File: config.mk
export PLATFORM = sky130hd
export DESIGN_NAME = cache_line_fill_unit_flat
export DESIGN_NICKNAME = d
export VERILOG_FILES = /design/src/rtl/cache_line_fill_unit_if.sv /design/src/rtl/cache_line_fill_unit.sv /design/src/flat_wrapper.sv
export SDC_FILE = /design/constraint.sdc
export NUM_CORES = 1
export LEC_CHECK = 0
export BUFFER_PORTS_ARGS = -buffer_cell sky130_fd_sc_hd__buf_2
export CAP_MARGIN = 15
export CORE_AREA = 2 2 460 462
export CTS_CLUSTER_SIZE = 10
export DETAILED_ROUTE_END_ITERATION = 6
export DIE_AREA = 0 0 462 464
export SKIP_CTS_REPAIR_TIMING = 1
export SLEW_MARGIN = 0
export SYNTH_ARGS = -nofsm -noshare
export SYNTH_HDL_FRONTEND = slang
export SYNTH_SLANG_ARGS = --single-unit
File: constraint.sdc
create_clock -name clk -period 34.6 [get_ports clk]
set_input_delay 3.46 -clock clk [delete_from_list [all_inputs] [get_ports clk]]
set_output_delay 3.46 -clock clk [all_outputs]
set_load 0.05 [all_outputs]
File: src/rtl/cache_line_fill_unit_if.sv
// Bundle of the controller-side miss handshake and the narrow memory beat bus
// of the cache line fill unit. The fill unit uses the slave view; the
// controller / memory environment uses the master view.
interface cache_line_fill_unit_if #(
  parameter int ADDRESS_WIDTH  = 32,
  parameter int LINE_SIZE_BITS = 512,
  parameter int MEM_DATA_WIDTH = 32
);
  // controller -> fill unit
  logic                      i_miss_valid;
  logic [ADDRESS_WIDTH-1:0]  i_miss_addr;
  logic                      i_wb_valid;
  logic [ADDRESS_WIDTH-1:0]  i_wb_addr;
  logic [LINE_SIZE_BITS-1:0] i_wb_line;
  // fill unit -> controller
  logic                      o_miss_ready;
  logic                      o_fill_valid;
  logic [LINE_SIZE_BITS-1:0] o_fill_line;
  logic                      o_busy;
  // fill unit -> memory
  logic                      o_mem_req;
  logic                      o_mem_we;
  logic [ADDRESS_WIDTH-1:0]  o_mem_addr;
  logic [MEM_DATA_WIDTH-1:0] o_mem_wdata;
  // memory -> fill unit
  logic                      i_mem_ack;
  logic [MEM_DATA_WIDTH-1:0] i_mem_rdata;

  modport slave (
    input  i_miss_valid, i_miss_addr, i_wb_valid, i_wb_addr, i_wb_line,
    input  i_mem_ack, i_mem_rdata,
    output o_miss_ready, o_fill_valid, o_fill_line, o_busy,
    output o_mem_req, o_mem_we, o_mem_addr, o_mem_wdata
  );

  modport master (
    output i_miss_valid, i_miss_addr, i_wb_valid, i_wb_addr, i_wb_line,
    output i_mem_ack, i_mem_rdata,
    input  o_miss_ready, o_fill_valid, o_fill_line, o_busy,
    input  o_mem_req, o_mem_we, o_mem_addr, o_mem_wdata
  );
endinterface

File: src/rtl/cache_line_fill_unit.sv
// Cache miss handler: optionally writes back a dirty victim line, then reads
// the missing line beat by beat over a narrow memory bus, assembles it and
// returns it to the controller with a one-cycle fill pulse.
module cache_line_fill_unit #(
  parameter int LINE_SIZE_BYTES = 64,
  parameter int ADDRESS_WIDTH   = 32,
  parameter int OFFSET_BITS     = 6,
  parameter int MEM_DATA_WIDTH  = 32
) (
  input  logic                   clk,
  input  logic                   rst,
  cache_line_fill_unit_if.slave  bus
);
  localparam int LINE_SIZE_BITS = 8 * LINE_SIZE_BYTES;
  localparam int BEATS          = LINE_SIZE_BITS / MEM_DATA_WIDTH;
  localparam int CNT_W          = (BEATS > 1) ? $clog2(BEATS) : 1;
  localparam int BYTE_SH        = $clog2(MEM_DATA_WIDTH / 8);
  localparam int TAG_W          = ADDRESS_WIDTH - OFFSET_BITS;

  localparam logic [1:0] S_IDLE = 2'd0;
  localparam logic [1:0] S_WB   = 2'd1;
  localparam logic [1:0] S_FILL = 2'd2;
  localparam logic [1:0] S_RESP = 2'd3;

  logic [1:0]                r_state;
  logic [CNT_W-1:0]          r_cnt;
  logic [TAG_W-1:0]          r_miss_tag;
  logic [TAG_W-1:0]          r_wb_tag;
  logic [LINE_SIZE_BITS-1:0] r_wb_line;
  logic [LINE_SIZE_BITS-1:0] r_fill_line;

  logic                      w_accept;
  logic                      w_req;
  logic                      w_ack;
  logic                      w_last;
  logic [OFFSET_BITS-1:0]    w_off;
  logic                      w_unused_bits;

  assign w_accept = (r_state == S_IDLE) && bus.i_miss_valid;
  assign w_req    = (r_state == S_WB) || (r_state == S_FILL);
  // Acks outside a beat request are meaningless and must not move the FSM.
  assign w_ack    = w_req && bus.i_mem_ack;
  assign w_last   = (r_cnt == CNT_W'(BEATS - 1));
  // Beat offset inside the line; the counter never overflows into the tag.
  assign w_off    = OFFSET_BITS'(r_cnt) << BYTE_SH;
  // Offset bits of incoming addresses are deliberately ignored.
  assign w_unused_bits = ^{bus.i_miss_addr[OFFSET_BITS-1:0], bus.i_wb_addr[OFFSET_BITS-1:0]};

  // Control FSM and beat counter; asynchronous reset aborts any transfer at once.
  always_ff @(posedge clk or posedge rst) begin
    if (rst) begin
      r_state <= S_IDLE;
      r_cnt   <= '0;
    end else begin
      case (r_state)
        S_IDLE: begin
          if (w_accept) begin
            r_cnt   <= '0;
            r_state <= bus.i_wb_valid ? S_WB : S_FILL;
          end
        end
        S_WB: begin
          if (w_ack) begin
            if (w_last) begin
              r_cnt   <= '0;
              r_state <= S_FILL;
            end else begin
              r_cnt   <= r_cnt + 1'b1;
            end
          end
        end
        S_FILL: begin
          if (w_ack) begin
            if (w_last) begin
              r_cnt   <= '0;
              r_state <= S_RESP;
            end else begin
              r_cnt   <= r_cnt + 1'b1;
            end
          end
        end
        default: begin
          r_state <= S_IDLE;
        end
      endcase
    end
  end

  // Capture the request at accept: line tags and the victim data to write back.
  always_ff @(posedge clk) begin
    if (w_accept) begin
      r_miss_tag <= bus.i_miss_addr[ADDRESS_WIDTH-1:OFFSET_BITS];
      r_wb_tag   <= bus.i_wb_addr[ADDRESS_WIDTH-1:OFFSET_BITS];
      r_wb_line  <= bus.i_wb_line;
    end
  end

  // Assemble the fetched line; beat 0 lands in the least significant bits.
  always_ff @(posedge clk or posedge rst) begin
    if (rst) begin
      r_fill_line <= '0;
    end else if ((r_state == S_FILL) && w_ack) begin
      r_fill_line[int'(r_cnt)*MEM_DATA_WIDTH +: MEM_DATA_WIDTH] <= bus.i_mem_rdata;
    end
  end

  // Bus outputs are decoded from state so they drop together with the FSM on reset.
  always_comb begin
    bus.o_mem_addr  = '0;
    bus.o_mem_wdata = '0;
    if (r_state == S_WB) begin
      bus.o_mem_addr  = {r_wb_tag, w_off};
      bus.o_mem_wdata = r_wb_line[int'(r_cnt)*MEM_DATA_WIDTH +: MEM_DATA_WIDTH];
    end else if (r_state == S_FILL) begin
      bus.o_mem_addr  = {r_miss_tag, w_off};
    end
  end

  assign bus.o_mem_req    = w_req;
  assign bus.o_mem_we     = (r_state == S_WB);
  assign bus.o_miss_ready = (r_state == S_IDLE);
  assign bus.o_busy       = (r_state != S_IDLE);
  assign bus.o_fill_valid = (r_state == S_RESP);
  assign bus.o_fill_line  = r_fill_line;
endmodule

File: src/flat_wrapper.sv
// flat-port wrapper written by rule: the top's interface ports become plain ports
module cache_line_fill_unit_flat 
#(
  parameter int LINE_SIZE_BYTES = 64,
  parameter int ADDRESS_WIDTH   = 32,
  parameter int OFFSET_BITS     = 6,
  parameter int MEM_DATA_WIDTH  = 32
)
  (clk, rst, bus_i_miss_valid, bus_i_miss_addr, bus_i_wb_valid, bus_i_wb_addr, bus_i_wb_line, bus_i_mem_ack, bus_i_mem_rdata, bus_o_miss_ready, bus_o_fill_valid, bus_o_fill_line, bus_o_busy, bus_o_mem_req, bus_o_mem_we, bus_o_mem_addr, bus_o_mem_wdata);
  cache_line_fill_unit_if #(.ADDRESS_WIDTH(ADDRESS_WIDTH), .LINE_SIZE_BITS(512), .MEM_DATA_WIDTH(MEM_DATA_WIDTH)) bus_i ();
  input  logic clk;
  input  logic rst;
  input wire logic [$bits(bus_i.i_miss_valid)-1:0] bus_i_miss_valid;
  input wire logic [$bits(bus_i.i_miss_addr)-1:0] bus_i_miss_addr;
  input wire logic [$bits(bus_i.i_wb_valid)-1:0] bus_i_wb_valid;
  input wire logic [$bits(bus_i.i_wb_addr)-1:0] bus_i_wb_addr;
  input wire logic [$bits(bus_i.i_wb_line)-1:0] bus_i_wb_line;
  input wire logic [$bits(bus_i.i_mem_ack)-1:0] bus_i_mem_ack;
  input wire logic [$bits(bus_i.i_mem_rdata)-1:0] bus_i_mem_rdata;
  output wire logic [$bits(bus_i.o_miss_ready)-1:0] bus_o_miss_ready;
  output wire logic [$bits(bus_i.o_fill_valid)-1:0] bus_o_fill_valid;
  output wire logic [$bits(bus_i.o_fill_line)-1:0] bus_o_fill_line;
  output wire logic [$bits(bus_i.o_busy)-1:0] bus_o_busy;
  output wire logic [$bits(bus_i.o_mem_req)-1:0] bus_o_mem_req;
  output wire logic [$bits(bus_i.o_mem_we)-1:0] bus_o_mem_we;
  output wire logic [$bits(bus_i.o_mem_addr)-1:0] bus_o_mem_addr;
  output wire logic [$bits(bus_i.o_mem_wdata)-1:0] bus_o_mem_wdata;
  assign bus_i.i_miss_valid = bus_i_miss_valid;
  assign bus_i.i_miss_addr = bus_i_miss_addr;
  assign bus_i.i_wb_valid = bus_i_wb_valid;
  assign bus_i.i_wb_addr = bus_i_wb_addr;
  assign bus_i.i_wb_line = bus_i_wb_line;
  assign bus_i.i_mem_ack = bus_i_mem_ack;
  assign bus_i.i_mem_rdata = bus_i_mem_rdata;
  assign bus_o_miss_ready = bus_i.o_miss_ready;
  assign bus_o_fill_valid = bus_i.o_fill_valid;
  assign bus_o_fill_line = bus_i.o_fill_line;
  assign bus_o_busy = bus_i.o_busy;
  assign bus_o_mem_req = bus_i.o_mem_req;
  assign bus_o_mem_we = bus_i.o_mem_we;
  assign bus_o_mem_addr = bus_i.o_mem_addr;
  assign bus_o_mem_wdata = bus_i.o_mem_wdata;
  cache_line_fill_unit #(.LINE_SIZE_BYTES(LINE_SIZE_BYTES), .ADDRESS_WIDTH(ADDRESS_WIDTH), .OFFSET_BITS(OFFSET_BITS), .MEM_DATA_WIDTH(MEM_DATA_WIDTH)) u_core (.clk(clk), .rst(rst), .bus(bus_i));
endmodule
[Word level (Yosys, flattened, before mapping)]
Cells that the tools add are included.
Word-level totals
  register bits after elaboration: 1082
  bits of input ports: 613
  output and inout bits: 581
  logic and storage cells: 46
Cells by class
  add/sub/neg operators: 2
  eq/ne operators: 10
  shift operators: 3
  multiplexer cells: 15
  reduce and logical (&&, ||, !) cells: 10
Operators with widths (count)
  bitwise mux 512 bit: 1
  variable shift 32 x 33 -> 512 bit (first input constant): 1
  variable part select 32 x 33 -> 512 bit: 1
  variable part select 512 x 10 -> 32 bit: 1
  2-to-1 mux 32 bit: 3
  negation 9 -> 33 bit: 1
  2-to-1 mux 2 bit: 6
  2-to-1 mux 4 bit: 3
  inequality test 2 x 1 -> 1 bit (second input constant): 6
  case mux 4 bit (2 select lines): 1
  case mux 2 bit (3 select lines): 1
  AND reduction 5 bit: 1
  adder 4 x 1 -> 4 bit (second input constant): 1
  == test 2 bit (second input constant): 2
  == test 4 bit (second input constant): 1
  nonzero test 2 bit: 2
  logical AND 1 bit: 3
  AND reduction 3 bit: 1
  == test 2 x 1 -> 1 bit (second input constant): 1
  zero test 2 bit: 1
  OR reduction 2 bit: 1
  logical OR 1 bit: 1

[Logic depth before layout (Yosys ltp)]
Gate-level depths: netlist (run 1).
  word-level depth: 5
  gate-level depth with buffers: 14
  depth with buffers taken out: 6

[Least setup slack after synthesis (run 1)]
No wires, ideal clock.
  path type: input -> register
  start point: input port bus_i_miss_valid
  end point: register u_core.r_miss_tag[0], enable pin
  library setup time: 1000 ps
  arrival: 16020 ps
  data required time: 33600 ps
  slack: 17580 ps
  cell stages on the path: 1
  path buffers: 0
  cells stage by stage: and2_1
Between the ends
  cells in the longest elaborated chain, start to end: 1
RTL lines
  start, declared: line flat_wrapper.sv:13  | input wire logic [$bits(bus_i.i_miss_valid)-1:0] bus_i_miss_valid;
  logical AND 1 bit: line cache_line_fill_unit.sv:39  | assign w_accept = (r_state == S_IDLE) && bus.i_miss_valid;
  end signal, assigned: line cache_line_fill_unit.sv:92  | r_miss_tag <= bus.i_miss_addr[ADDRESS_WIDTH-1:OFFSET_BITS];
  end, declared: line cache_line_fill_unit.sv:27  | logic [TAG_W-1:0] r_miss_tag;
Every way passes these cells.
A chain may end at the register's enable or synchronous reset.

[Final worst setup path (run 1)]
  start point: register u_core.r_cnt[0]
  end point: output port bus_o_mem_wdata[15]
Between the ends
  cells in the longest elaborated chain, start to end: 2
RTL lines
  start, declared: line cache_line_fill_unit.sv:26  | logic [CNT_W-1:0] r_cnt;
  start signal, assigned: line cache_line_fill_unit.sv:68  | r_cnt <= r_cnt + 1'b1;
  start signal, assigned: line cache_line_fill_unit.sv:78  | r_cnt <= r_cnt + 1'b1;
  variable part select 512 x 10 -> 32 bit: line cache_line_fill_unit.sv:113  | bus.o_mem_wdata = r_wb_line[int'(r_cnt)*MEM_DATA_WIDTH +: MEM_DATA_WIDTH];
  2-to-1 mux 32 bit: line cache_line_fill_unit.sv:111  | if (r_state == S_WB) begin
  end, declared: line flat_wrapper.sv:27  | output wire logic [$bits(bus_i.o_mem_wdata)-1:0] bus_o_mem_wdata;
Every way passes these cells.

==> impl_metrics.py, run 1 <==
metrics = {
    "status": {
        "status": "completed",
    },
    "synth": {
        "synthFlopType": "edfxtp_1",
        "ys_ff_latch": 1082,
        "syn-instance-count": 3118,
        "synthArstFlopShare_pct": 47.87,
        "synth_edf_count": 564,
        "synth_area_um2": 42770,
        "yosysSeqAreaShare_pct": 69.90,
        "synth_area_per_cell_um2": 13.72,
        "ys_types": 50,
        "ys_warn_count": 0,
    },
    "sta": {
        "post-route-period-util_pct": 25.34,
        "drv_slew": 0,
        "timing.hold.ws_ns": 0.4720,
        "setup_slack_ns": 25.83,
        "finalSetupTns_ns": 0,
        "finalSetupViolCount": 0,
        "fmax_ghz": 0.1141,
        "maxSlewHeadroom_pct": 22.28,
        "hold_viol_final": 0,
        "rsz0062_at_grt": "false",
        "fin_skew_ns": 0.05118,
        "period_needed_ns": 8.768,
        "tightest_slew_ns": 1.157,
    },
    "job": {
        "drv_cap": 0,
    },
    "layout": {
        "final_nets": 4864,
        "area_delta_synth_final_pct": 30.65,
        "drive_gt1_share_pct": 37.18,
    },
    "power_and_ir_drop": {
        "combPwrFrac_pct": 29.7,
        "p_total_mw": 4.218,
        "internal-power_mw": 2.626,
        "p_seq_share_pct": 39.3,
        "p_per_area_nw_per_um2": 75.47,
        "ir_drop_uv": 49.89,
        "leakage_nw": 25.38,
        "p_clk_share_pct": 31.0,
        "p_sw_share_pct": 37.73,
        "p_switching_mw": 1.591,
    },
    "min_path": {
        "hold_depth": 2,
        "min_path_type": "flip-flop to flip-flop",
    },
    "route": {
        "drtIter0Drc": 2701,
        "drc": 0,
        "num_vias": 30974,
        "routed_wl_um": 189900,
        "via_per_inst": 4.345,
        "dr.pass1.iters": 5,
        "wl_per_cell_um": 26.64,
        "ant_nets": 0,
    },
    "grt": {
        "grt-ovfl-total": 0,
        "grt_start_max_net_pins": 179,
        "antenna_found_initial": 58,
        "gr-usage-all-layers_pct": 17.16,
        "grt_pass1_wl_um": 254200,
        "grt_pass1_vias": 30838,
    },
    "clocking": {
        "cts_tree": "done",
        "cts_root_buffer": "clkbuf_16",
        "htreeDepth": 4,
        "clock_latency_ns": 0.77,
        "cts_buffers": 133,
        "cts_max_path_buffers": 3,
        "cts_sinks": 1082,
        "clk_pin_slew_worst_paths_ns": 0.07,
    },
    "floorplan": {
        "core_um2": 209200,
        "floorplan.initialDensity_pct": 20.45,
        "placementRows": 168,
        "die_x_um": 462,
        "die_height_um": 464,
        "io_pins": 1194,
        "die-area_um2": 214400,
    },
    "worst_setup_path": {
        "arrival_ns": 5.31,
        "worst_setup_path_start_kind": "flip-flop",
        "worstPathRequired_ns": 31.14,
        "cp-end-kind": "primary output",
        "reg2reg_depth": 8,
        "worstPathMaxFanout": 60,
        "worstSetupPathType": "flip-flop to primary output",
    },
    "placement": {
        "place_worst_setup_slack_ns": 26.58,
        "port-buffer-count": 1179,
        "dp_hpwl_um": 140900,
        "globalplace.congestion": 0.8529,
    },
}
synthesized netlist by cell type, types with 38 or more instances:
master | instances | area, µm²
buf_2 | 59 | 295.3
dfrtp_1 | 518 | 12960
nand2_1 | 461 | 1730
o21ai_0 | 285 | 1426
a21bo_1 | 38 | 380.4
mux2i_1 | 288 | 2883
inv_1 | 42 | 157.7
clkbuf_1 | 175 | 656.9
nand4_1 | 145 | 907.1
edfxtp_1 | 564 | 16940
a22oi_1 | 128 | 960.9
mux2_2 | 46 | 518.0
a21bo_2 | 107 | 1071
flip-flops by register name (all words and copies together) (netlist names):
name,count
u_core.r_miss_tag,26
u_core.r_wb_tag,26
u_core.r_cnt,4
u_core.bus.o_fill_line,512
u_core.r_wb_line,512
u_core.r_state,2
stage by stage:
step,instances,area [µm²],utilization (%)
finish,7129,55880,26.72
global route,7109,55830,26.69
CTS,7103,55820,26.69
detailed placement,6911,51870,24.80
global placement,6910,51840,24.79
floorplan,3119,42780,-
layout by cell type, fill, tap and decap left out, drive strengths merged, types with 2 or more instances in the layout:
cell type / instances
a21o: 17
and3: 34
and4: 17
clkinv: 14
mux2i: 288
o211ai: 5
conb: 2
nor3: 4
inv: 49
ha: 10
nand4: 145
a21oi: 2
edfxtp: 564
buf: 1243
clkbuf: 166
bufinv: 4
a211oi: 2
mux2: 63
o21ai: 290
diode: 26
nor2: 12
nand2: 461
nor2b: 9
dfrtp: 518
o31ai: 2
o41ai: 3
nor4: 3
a22oi: 128
and3b: 2
and2: 20
nand2b: 2
a22o: 26
nand3: 37
a21bo: 145
critical path: stages, from the launching register on:
cell	delay [ns]
dfrtp_4	0.81
buf_4	0.54
buf_4	0.55
buf_4	0.85
mux2i_1	0.18
a22oi_1	0.48
nand2_1	0.10
o21ai_0	0.51
buf_2	0.39
layer usage:
layer | share of wire [%] | global-route usage (%) | vias up
met3 | 7.0 | 4.568 | 397
li1 | - | - | 13694
met2 | 50 | 29.93 | 1475
met5 | 0.13 | 0 | -
met1 | 37 | 19.06 | 15370
met4 | 5.1 | 8.720 | 38
worst paths after layout:
check | slack, ns | end | startpoint
max | 25.83 | bus_o_mem_wdata[15] | u_core.r_cnt[0]
min | 0.47 | u_core.bus.o_fill_line[32] | u_core.bus.o_fill_line[32]
max reg2reg | 30.04 | u_core.bus.o_fill_line[218] | u_core.r_cnt[0]
min reg2reg | 0.47 | u_core.bus.o_fill_line[32] | u_core.bus.o_fill_line[32]
max in group asynchronous | 29.39 | u_core.bus.o_fill_line[407] | rst
min in group asynchronous | 2.80 | u_core.bus.o_fill_line[488] | rst
power by group through the flow:
stage               Clock (mW)  Combinational [mW]  Sequential (mW)
finish                    1.31                1.25             1.66
global route              1.39                1.34             1.67
CTS                       1.34                1.29             1.66
detailed placement           0                1.29             1.68
global placement             0                1.28             1.68
floorplan                    0               0.652             1.87
kinds of logic (layout without fill, tap and decap cells):
group / count (synthesis) / in the layout / share of synthesized area (%)
multiplexers: 351 / 351 / 8.398
flip-flops: 1082 / 1082 / 69.90
XOR/XNOR: 2 / 2 / 0.05852
other: 1 / 28 / 0.008767
buffers and inverters: 298 / 1477 / 2.805
AND/OR/NAND/NOR: 748 / 748 / 8.229
adder cells (fa/ha/maj): 10 / 10 / 0.2925
AO/OA/AOI/OAI: 626 / 626 / 10.31
cell type report:
| cell class | count | area, µm² |
|---|---|---|
| well taps | 2805 | 3510 |
| multi-input cells | 1739 | 11860 |
| diodes | 26 | 65.06 |
| flip-flops and latches | 1082 | 29900 |
| fillers | 21601 | 153300 |
| inverters | 42 | 165.2 |
| repair buffers | 1243 | 6426 |
| clock buffers | 166 | 3557 |
| clock inverters | 26 | 394.1 |
No activity file was read; power rests on OpenSTA's default activity.
==> inputs of run 2 (changes only) <==
==> constraint.sdc (replaced) <==
create_clock -name clk -period 7.8 [get_ports clk]
set_input_delay 0.78 -clock clk [delete_from_list [all_inputs] [get_ports clk]]
set_output_delay 0.78 -clock clk [all_outputs]
set_load 0.05 [all_outputs]
==> run 2 against run 1 <==
Non-clock buffer count up 3; critical endpoint is now bus_o_mem_wdata[16]; via count shrank 0.13%; power grew to 4.4 times the previous value; register-to-register slack got worse by 27 ns; clock-buffer cell count up 7; hold slack worse by 0.32 ns; global-route usage rose by 0.050 points; cell count rose by 0.15%; first-iteration DRC count increased by 0.85%; clock power increased to 4.4 times the previous value; worst setup slack got worse by 23 ns.
==> impl_metrics.py, run 2 (synthesized netlist as in run 1, its figures left out) <==
metrics = {
    "grt": {
        "grt_start_max_net_pins": 143,
        "grt-ovfl-total": 0,
        "gr-usage-all-layers_pct": 17.21,
        "grt_pass1_wl_um": 254400,
        "antenna_found_initial": 75,
        "grt_pass1_vias": 30707,
    },
    "worst_setup_path": {
        "critical_path.top_delay_family": "buffers and inverters",
        "reg2reg_depth": 7,
        "path_cells": "buf_4 > buf_12 > mux2i_1 > a22oi_1 > nand2_1 > o21ai_0 > buf_2",
        "worstPathRequired_ns": 7.02,
        "max_stage_delay_ns": 0.83,
        "reg2reg_to": "u_core.bus.o_fill_line[133]",
        "worstSetupPathType": "flip-flop to primary output",
        "worst_setup_path_start_kind": "flip-flop",
        "slowest_stage": "dfrtp_4",
        "cp-end-kind": "primary output",
        "critPathBufInv": 3,
        "reg2reg_from": "u_core.r_cnt[0]",
        "ff2ff_setup_slack_ns": 3.09,
        "arrival_ns": 4.52,
        "worstPathMaxFanout": 111,
    },
    "min_path": {
        "min-delay-start": "bus_i_wb_line[6]",
        "hold_depth": 1,
        "holdPathEnd": "u_core.r_wb_line[6]",
        "min_path_type": "input pin to flip-flop",
    },
    "floorplan": {
        "placementRows": 168,
        "die-area_um2": 214400,
        "io_pins": 1194,
        "die_x_um": 462,
        "floorplan.initialDensity_pct": 20.45,
        "core_um2": 209200,
        "die_height_um": 464,
    },
    "route": {
        "via_per_inst": 4.332,
        "drc": 0,
        "dr.pass1.iters": 6,
        "wl_per_cell_um": 26.71,
        "num_vias": 30933,
        "ant_nets": 0,
        "routed_wl_um": 190700,
        "drtIter0Drc": 2724,
    },
    "sta": {
        "drv_slew": 0,
        "tightest_slew_ns": 1.110,
        "fmax_ghz": 0.1887,
        "period_needed_ns": 5.299,
        "hold_viol_final": 0,
        "fin_skew_ns": 0.03706,
        "post-route-period-util_pct": 67.94,
        "maxSlewHeadroom_pct": 25.44,
        "rsz0062_at_grt": "false",
        "finalSetupTns_ns": 0,
        "finalSetupViolCount": 0,
    },
    "layout": {
        "post-route-util_pct": 26.72,
        "most-common-layout-cells": "1179 x buf_2, 564 x edfxtp_1, 517 x dfrtp_1",
        "area_delta_synth_final_pct": 30.67,
        "drive_gt1_share_pct": 37.10,
        "final_common_cell": "buf_2",
        "final_nets": 4866,
    },
    "power_and_ir_drop": {
        "leakage_nw": 25.36,
        "ir_drop_uv": 247.7,
        "p_per_area_nw_per_um2": 333.6,
    },
    "clocking": {
        "clock_latency_ns": 0.78,
        "cts_buffers": 132,
        "cts_max_path_buffers": 3,
        "cts_sinks": 1082,
        "cts_tree": "done",
        "htreeDepth": 4,
        "clk_pin_slew_worst_paths_ns": 0.06,
        "cts_root_buffer": "clkbuf_16",
    },
    "placement": {
        "dp_hpwl_um": 141500,
        "port-buffer-count": 1179,
        "globalplace.congestion": 0.8451,
    },
    "status": {
        "status": "completed",
    },
    "job": {
        "drv_cap": 0,
    },
}
[run 2: cell types whose count changed in the layout (fill, tap and decap cells not counted), sizes merged]
cell,previous run,this run
dlygate4sd3,0,1
clkinv,14,8
diode,26,33
buf,1243,1245
clkbuf,166,173
clkinvlp,1,3
bufinv,4,2
[run 2: worst max-delay path by stage]
stage                          from                        end  depth (start not counted)  slack, ns
CTS                 u_core.r_cnt[0]        bus_o_mem_wdata[16]                          7       2.13
global route        u_core.r_cnt[0]        bus_o_mem_wdata[16]                          7       2.07
floorplan                       rst  u_core.bus.o_fill_line[0]                          1      -0.02
detailed placement  u_core.r_cnt[0]        bus_o_mem_wdata[16]                          7       3.01
global placement    u_core.r_cnt[0]        bus_o_mem_wdata[16]                          7       2.97
finish              u_core.r_cnt[0]        bus_o_mem_wdata[16]                          7       2.50
[run 2: power by group]
part           switching (mW)  total (mW)  internal, mW
sequential              0.374        7.36          6.99
clock                    2.46        5.72          3.26
combinational            4.23        5.56          1.33
total                    7.07        18.6          11.6
[run 2: cell type report]
cell class / count / area [µm²]
clock buffers: 173 / 3551
fillers: 21687 / 153300
diodes: 33 / 82.58
clock inverters: 20 / 332.8
flip-flops and latches: 1082 / 29900
repair buffers: 1246 / 6494
well taps: 2805 / 3510
inverters: 42 / 161.4
multi-input cells: 1739 / 11860
[run 2: metal layers]
layer  track usage (%)  part of all wire (%)  vias up
li1                  -                     -    13667
met1             19.40                    37    15309
met2             29.83                    50     1534
met3             4.664                   7.7      379
met4             8.309                   4.9       44
met5                 0                  0.14        -
[run 2: worst reg2reg max path, delay by kind of cell, from the launching register on]
family	cells	cell delay, ns
and+or+nand+nor	2	1.42
DFF	1	0.83
adders and majority gates	1	0.53
buffers and inverters	2	1.08
AOI/OAI and AO/OA	2	0.73
[run 2: stage by stage]
step                      std cells  hold slack (ns)  setup slack [ns]  cell area, µm²  total power, mW
after floorplan                3119           0.5337          -0.01625           42780            10.85
after global placement         6913           0.4557             2.975           51910            13.10
after detailed placement       6913           0.4599             3.010           51910            13.16
after CTS                      7106         -0.03278             2.127           55800            18.94
after global routing           7120          0.08161             2.071           55840            19.43
final                          7140           0.1534             2.501           55890            18.64
==> inputs of run 3 (changes only) <==
--- a/config.mk
+++ b/config.mk
@@ -5,12 +5,13 @@
 export SDC_FILE = /design/constraint.sdc
 export NUM_CORES = 1
 export LEC_CHECK = 0
+export ABC_AREA = 1
 export BUFFER_PORTS_ARGS = -buffer_cell sky130_fd_sc_hd__buf_2
 export CAP_MARGIN = 15
-export CORE_AREA = 2 2 460 462
+export CORE_AREA = 2 2 471 473
 export CTS_CLUSTER_SIZE = 10
 export DETAILED_ROUTE_END_ITERATION = 6
-export DIE_AREA = 0 0 462 464
+export DIE_AREA = 0 0 473 475
 export SKIP_CTS_REPAIR_TIMING = 1
 export SLEW_MARGIN = 0
 export SYNTH_ARGS = -nofsm -noshare
==> constraint.sdc (replaced) <==
create_clock -name clk -period 5.4 [get_ports clk]
set_input_delay 0.54 -clock clk [delete_from_list [all_inputs] [get_ports clk]]
set_output_delay 0.54 -clock clk [all_outputs]
set_load 0.05 [all_outputs]
==> run 3 against run 2 <==
Utilization grew 2.4 points; clock skew grew 0.0097 ns; hold slack lost 0.060 ns; sequential power grew 52%; critical path depth grew 1; global-route usage grew 1.0 points; clock-buffer cell count shrank 8; sequential share of layout area shrank 6.6 points; sequential cell count is the same; combinational power grew 140%; critical endpoint is now bus_o_mem_wdata[24]; highest routed layer unchanged.
==> impl_metrics.py, run 3 <==
metrics = {
    "layout": {
        "multi_input_area_um2": 13020,
        "fillers": 22559,
        "seq_area_um2": 29910,
        "final_nets": 6862,
        "most-common-layout-cells": "1529 x nand2_1, 1179 x buf_2, 564 x dlygate4sd3_1, 564 x edfxtp_1, 514 x dfrtp_1",
        "final_common_cell": "nand2_1",
        "area_delta_synth_final_pct": 41.65,
        "drive_gt1_share_pct": 23.34,
    },
    "synth": {
        "muxShareOfSynthArea_pct": 0.02223,
        "syn-instance-count": 4605,
        "ys_ff_latch": 1082,
        "ys_warn_count": 0,
        "synth_top_family_by_area": "simple AND/OR/NAND/NOR gates",
        "synth-compound-area-share_pct": 4.719,
        "yosysMostFrequentCell": "nand2_1",
        "synth_area_um2": 45020,
        "synth_top_cell_area_share_pct": 37.62,
        "synth_area_leaders": "edfxtp_1 38%, dfrtp_1 29%, nand2_1 13%",
        "yosysSeqAreaShare_pct": 66.41,
        "ys_top_cells_by_count": "1533 x nand2_1, 564 x edfxtp_1, 518 x dfrtp_1, 410 x nor2_1, 356 x nand3_1",
        "synth_fa_ha_area_share_pct": 0.2779,
        "synthSimpleGateAreaFrac_pct": 23.60,
        "synth_edf_count": 564,
        "synth_xor_area_share_pct": 0.08059,
        "synth_top_cell_by_area": "edfxtp_1",
        "ys_types": 31,
        "synthFlopType": "edfxtp_1",
        "synthArstFlopShare_pct": 47.87,
        "synth_area_per_cell_um2": 9.777,
    },
    "worst_setup_path": {
        "cpMostUsedCell": "nand2_1",
        "cp-end-kind": "primary output",
        "worstPathRequired_ns": 4.86,
        "worst_setup_path_start_kind": "flip-flop",
        "critPathBufInv": 2,
        "worstSetupPathType": "flip-flop to primary output",
        "arrival_ns": 4.28,
        "path_cells": "buf_4 > nand2_1 > nand2_1 > nand2_1 > nand3_1 > nand3_1 > a21oi_1 > buf_2",
        "max_stage_delay_ns": 0.87,
        "worstPathMaxFanout": 61,
        "critical_path.top_delay_family": "simple AND/OR/NAND/NOR gates",
        "slowest_stage": "dfrtp_4",
    },
    "clocking": {
        "cts_tree": "done",
        "cts_sinks": 1082,
        "clock_latency_ns": 0.76,
        "clk_pin_slew_worst_paths_ns": 0.06,
        "cts_root_buffer": "clkbuf_16",
        "htreeDepth": 4,
        "cts_buffers": 134,
        "cts_max_path_buffers": 3,
    },
    "power_and_ir_drop": {
        "p_per_area_nw_per_um2": 521.4,
        "p_clk_share_pct": 26.1,
        "internal-power_mw": 18.12,
        "p_seq_share_pct": 33.8,
        "ir_drop_uv": 324.5,
        "leakage_nw": 30.31,
        "p_switching_mw": 15.12,
        "p_sw_share_pct": 45.49,
        "combPwrFrac_pct": 40.1,
        "p_total_mw": 33.25,
    },
    "sta": {
        "fmax_ghz": 0.2075,
        "fin_skew_ns": 0.04679,
        "hold_viol_final": 0,
        "rsz0062_at_grt": "false",
        "timing.hold.ws_ns": 0.09321,
        "finalSetupViolCount": 0,
        "drv_slew": 0,
        "finalSetupTns_ns": 0,
        "period_needed_ns": 4.819,
        "maxSlewHeadroom_pct": 20.04,
        "tightest_slew_ns": 1.199,
        "post-route-period-util_pct": 89.24,
    },
    "route": {
        "drtIter0Drc": 3632,
        "routed_wl_um": 222800,
        "ant_nets": 0,
        "drc": 0,
        "wl_per_cell_um": 24.24,
        "num_vias": 41672,
        "dr.pass1.iters": 6,
        "via_per_inst": 4.533,
    },
    "grt": {
        "use_met2_pct": 31.24,
        "grt_pass1_wl_um": 290300,
        "use_met3_pct": 4.213,
        "grt_start_max_net_pins": 155,
        "antenna_found_initial": 38,
        "use_met1_pct": 20.57,
        "gr-usage-all-layers_pct": 18.23,
        "grt_pass1_vias": 37882,
        "grt-ovfl-total": 0,
        "grt.busiest_layer": "met2",
    },
    "min_path": {
        "min_path_type": "input pin to flip-flop",
    },
    "floorplan": {
        "io_pins": 1194,
        "core_um2": 219100,
        "die_x_um": 473,
        "placementRows": 172,
        "die_height_um": 475,
        "floorplan.initialDensity_pct": 20.55,
        "die-area_um2": 224700,
    },
    "job": {
        "drv_cap": 0,
    },
    "placement": {
        "port-buffer-count": 1179,
        "globalplace.congestion": 0.8805,
        "dp_hpwl_um": 157100,
    },
    "status": {
        "status": "completed",
    },
}
## run 3: changes by cell type in the layout (fill, tap and decap cells not counted), moves of 46 or more
| cell | delta |
|---|---|
| inv_1 | +159 |
| nand4_1 | +48 |
| o21ai_0 | -60 |
| nor2_1 | +401 |
| a21bo_2 | -107 |
| nand3_1 | +323 |
| a22oi_1 | -128 |
| mux2i_1 | -287 |
| a21oi_1 | +158 |
| nand2_1 | +1076 |
| mux2_2 | -46 |
| dlygate4sd3_1 | +563 |
## run 3: kinds of logic after synthesis
| family | Yosys count |
|---|---|
| flops | 1082 |
| buf+inv | 538 |
| compound gates | 424 |
| simple gates | 2547 |
| mux | 1 |
| xor+xnor | 2 |
| other cells | 1 |
| fa+ha+maj | 10 |
## run 3: area by class of cell
type                       count  share of cell area [%]
timing repair buffer        1822                   19.25
tap                         2871                   5.633
inverter                     213                   1.291
clock inverter                34                  0.9378
clock buffer                 165                   5.490
multi-input combinational   2986                   20.42
sequential                  1082                   46.90
antenna                       20                 0.07848
## run 3: routing by layer
layer / vias to the layer above / share of wire [%]
met1: 20279 / 37
met5: - / 0.0090
met4: 4 / 6.8
met2: 2336 / 49
li1: 18554 / -
met3: 499 / 7.4
## run 3: path summary, 6_finish.rpt
kind                       depth (start not counted)                          end  slack (ns)                  startpoint
min                                                1        u_core.r_wb_line[201]        0.09          bus_i_wb_line[201]
min in group asynchronous                          3  u_core.bus.o_fill_line[367]        0.45                         rst
max                                                8          bus_o_mem_wdata[24]        0.58             u_core.r_cnt[0]
min reg2reg                                        2   u_core.bus.o_fill_line[81]        0.46  u_core.bus.o_fill_line[81]
max reg2reg                                       11  u_core.bus.o_fill_line[161]        1.00             u_core.r_cnt[0]
max in group asynchronous                          4   u_core.bus.o_fill_line[47]        3.56                         rst
## run 3: metrics by stage
stage / std cells / utilization (%) / worst slack (ns) / area (µm²)
after floorplan: 4606 / - / -4.258 / 45050
after global placement: 8409 / 24.63 / 0.8628 / 53960
after detailed placement: 8409 / 24.63 / 0.8221 / 53960
after CTS: 8608 / 26.50 / 0.5133 / 58060
after global routing: 9182 / 29.10 / 0.4053 / 63750
final: 9193 / 29.11 / 0.5811 / 63770
## run 3: power by group through the flow
| stage | clock network, mW | registers, mW | logic (mW) |
|---|---|---|---|
| floorplan | 0 | 13.5 | 6.05 |
| global placement | 0 | 11.3 | 13.0 |
| detailed placement | 0 | 11.4 | 13.1 |
| CTS | 8.84 | 11.2 | 13.1 |
| global route | 9.18 | 11.4 | 14.2 |
| finish | 8.69 | 11.2 | 13.3 |
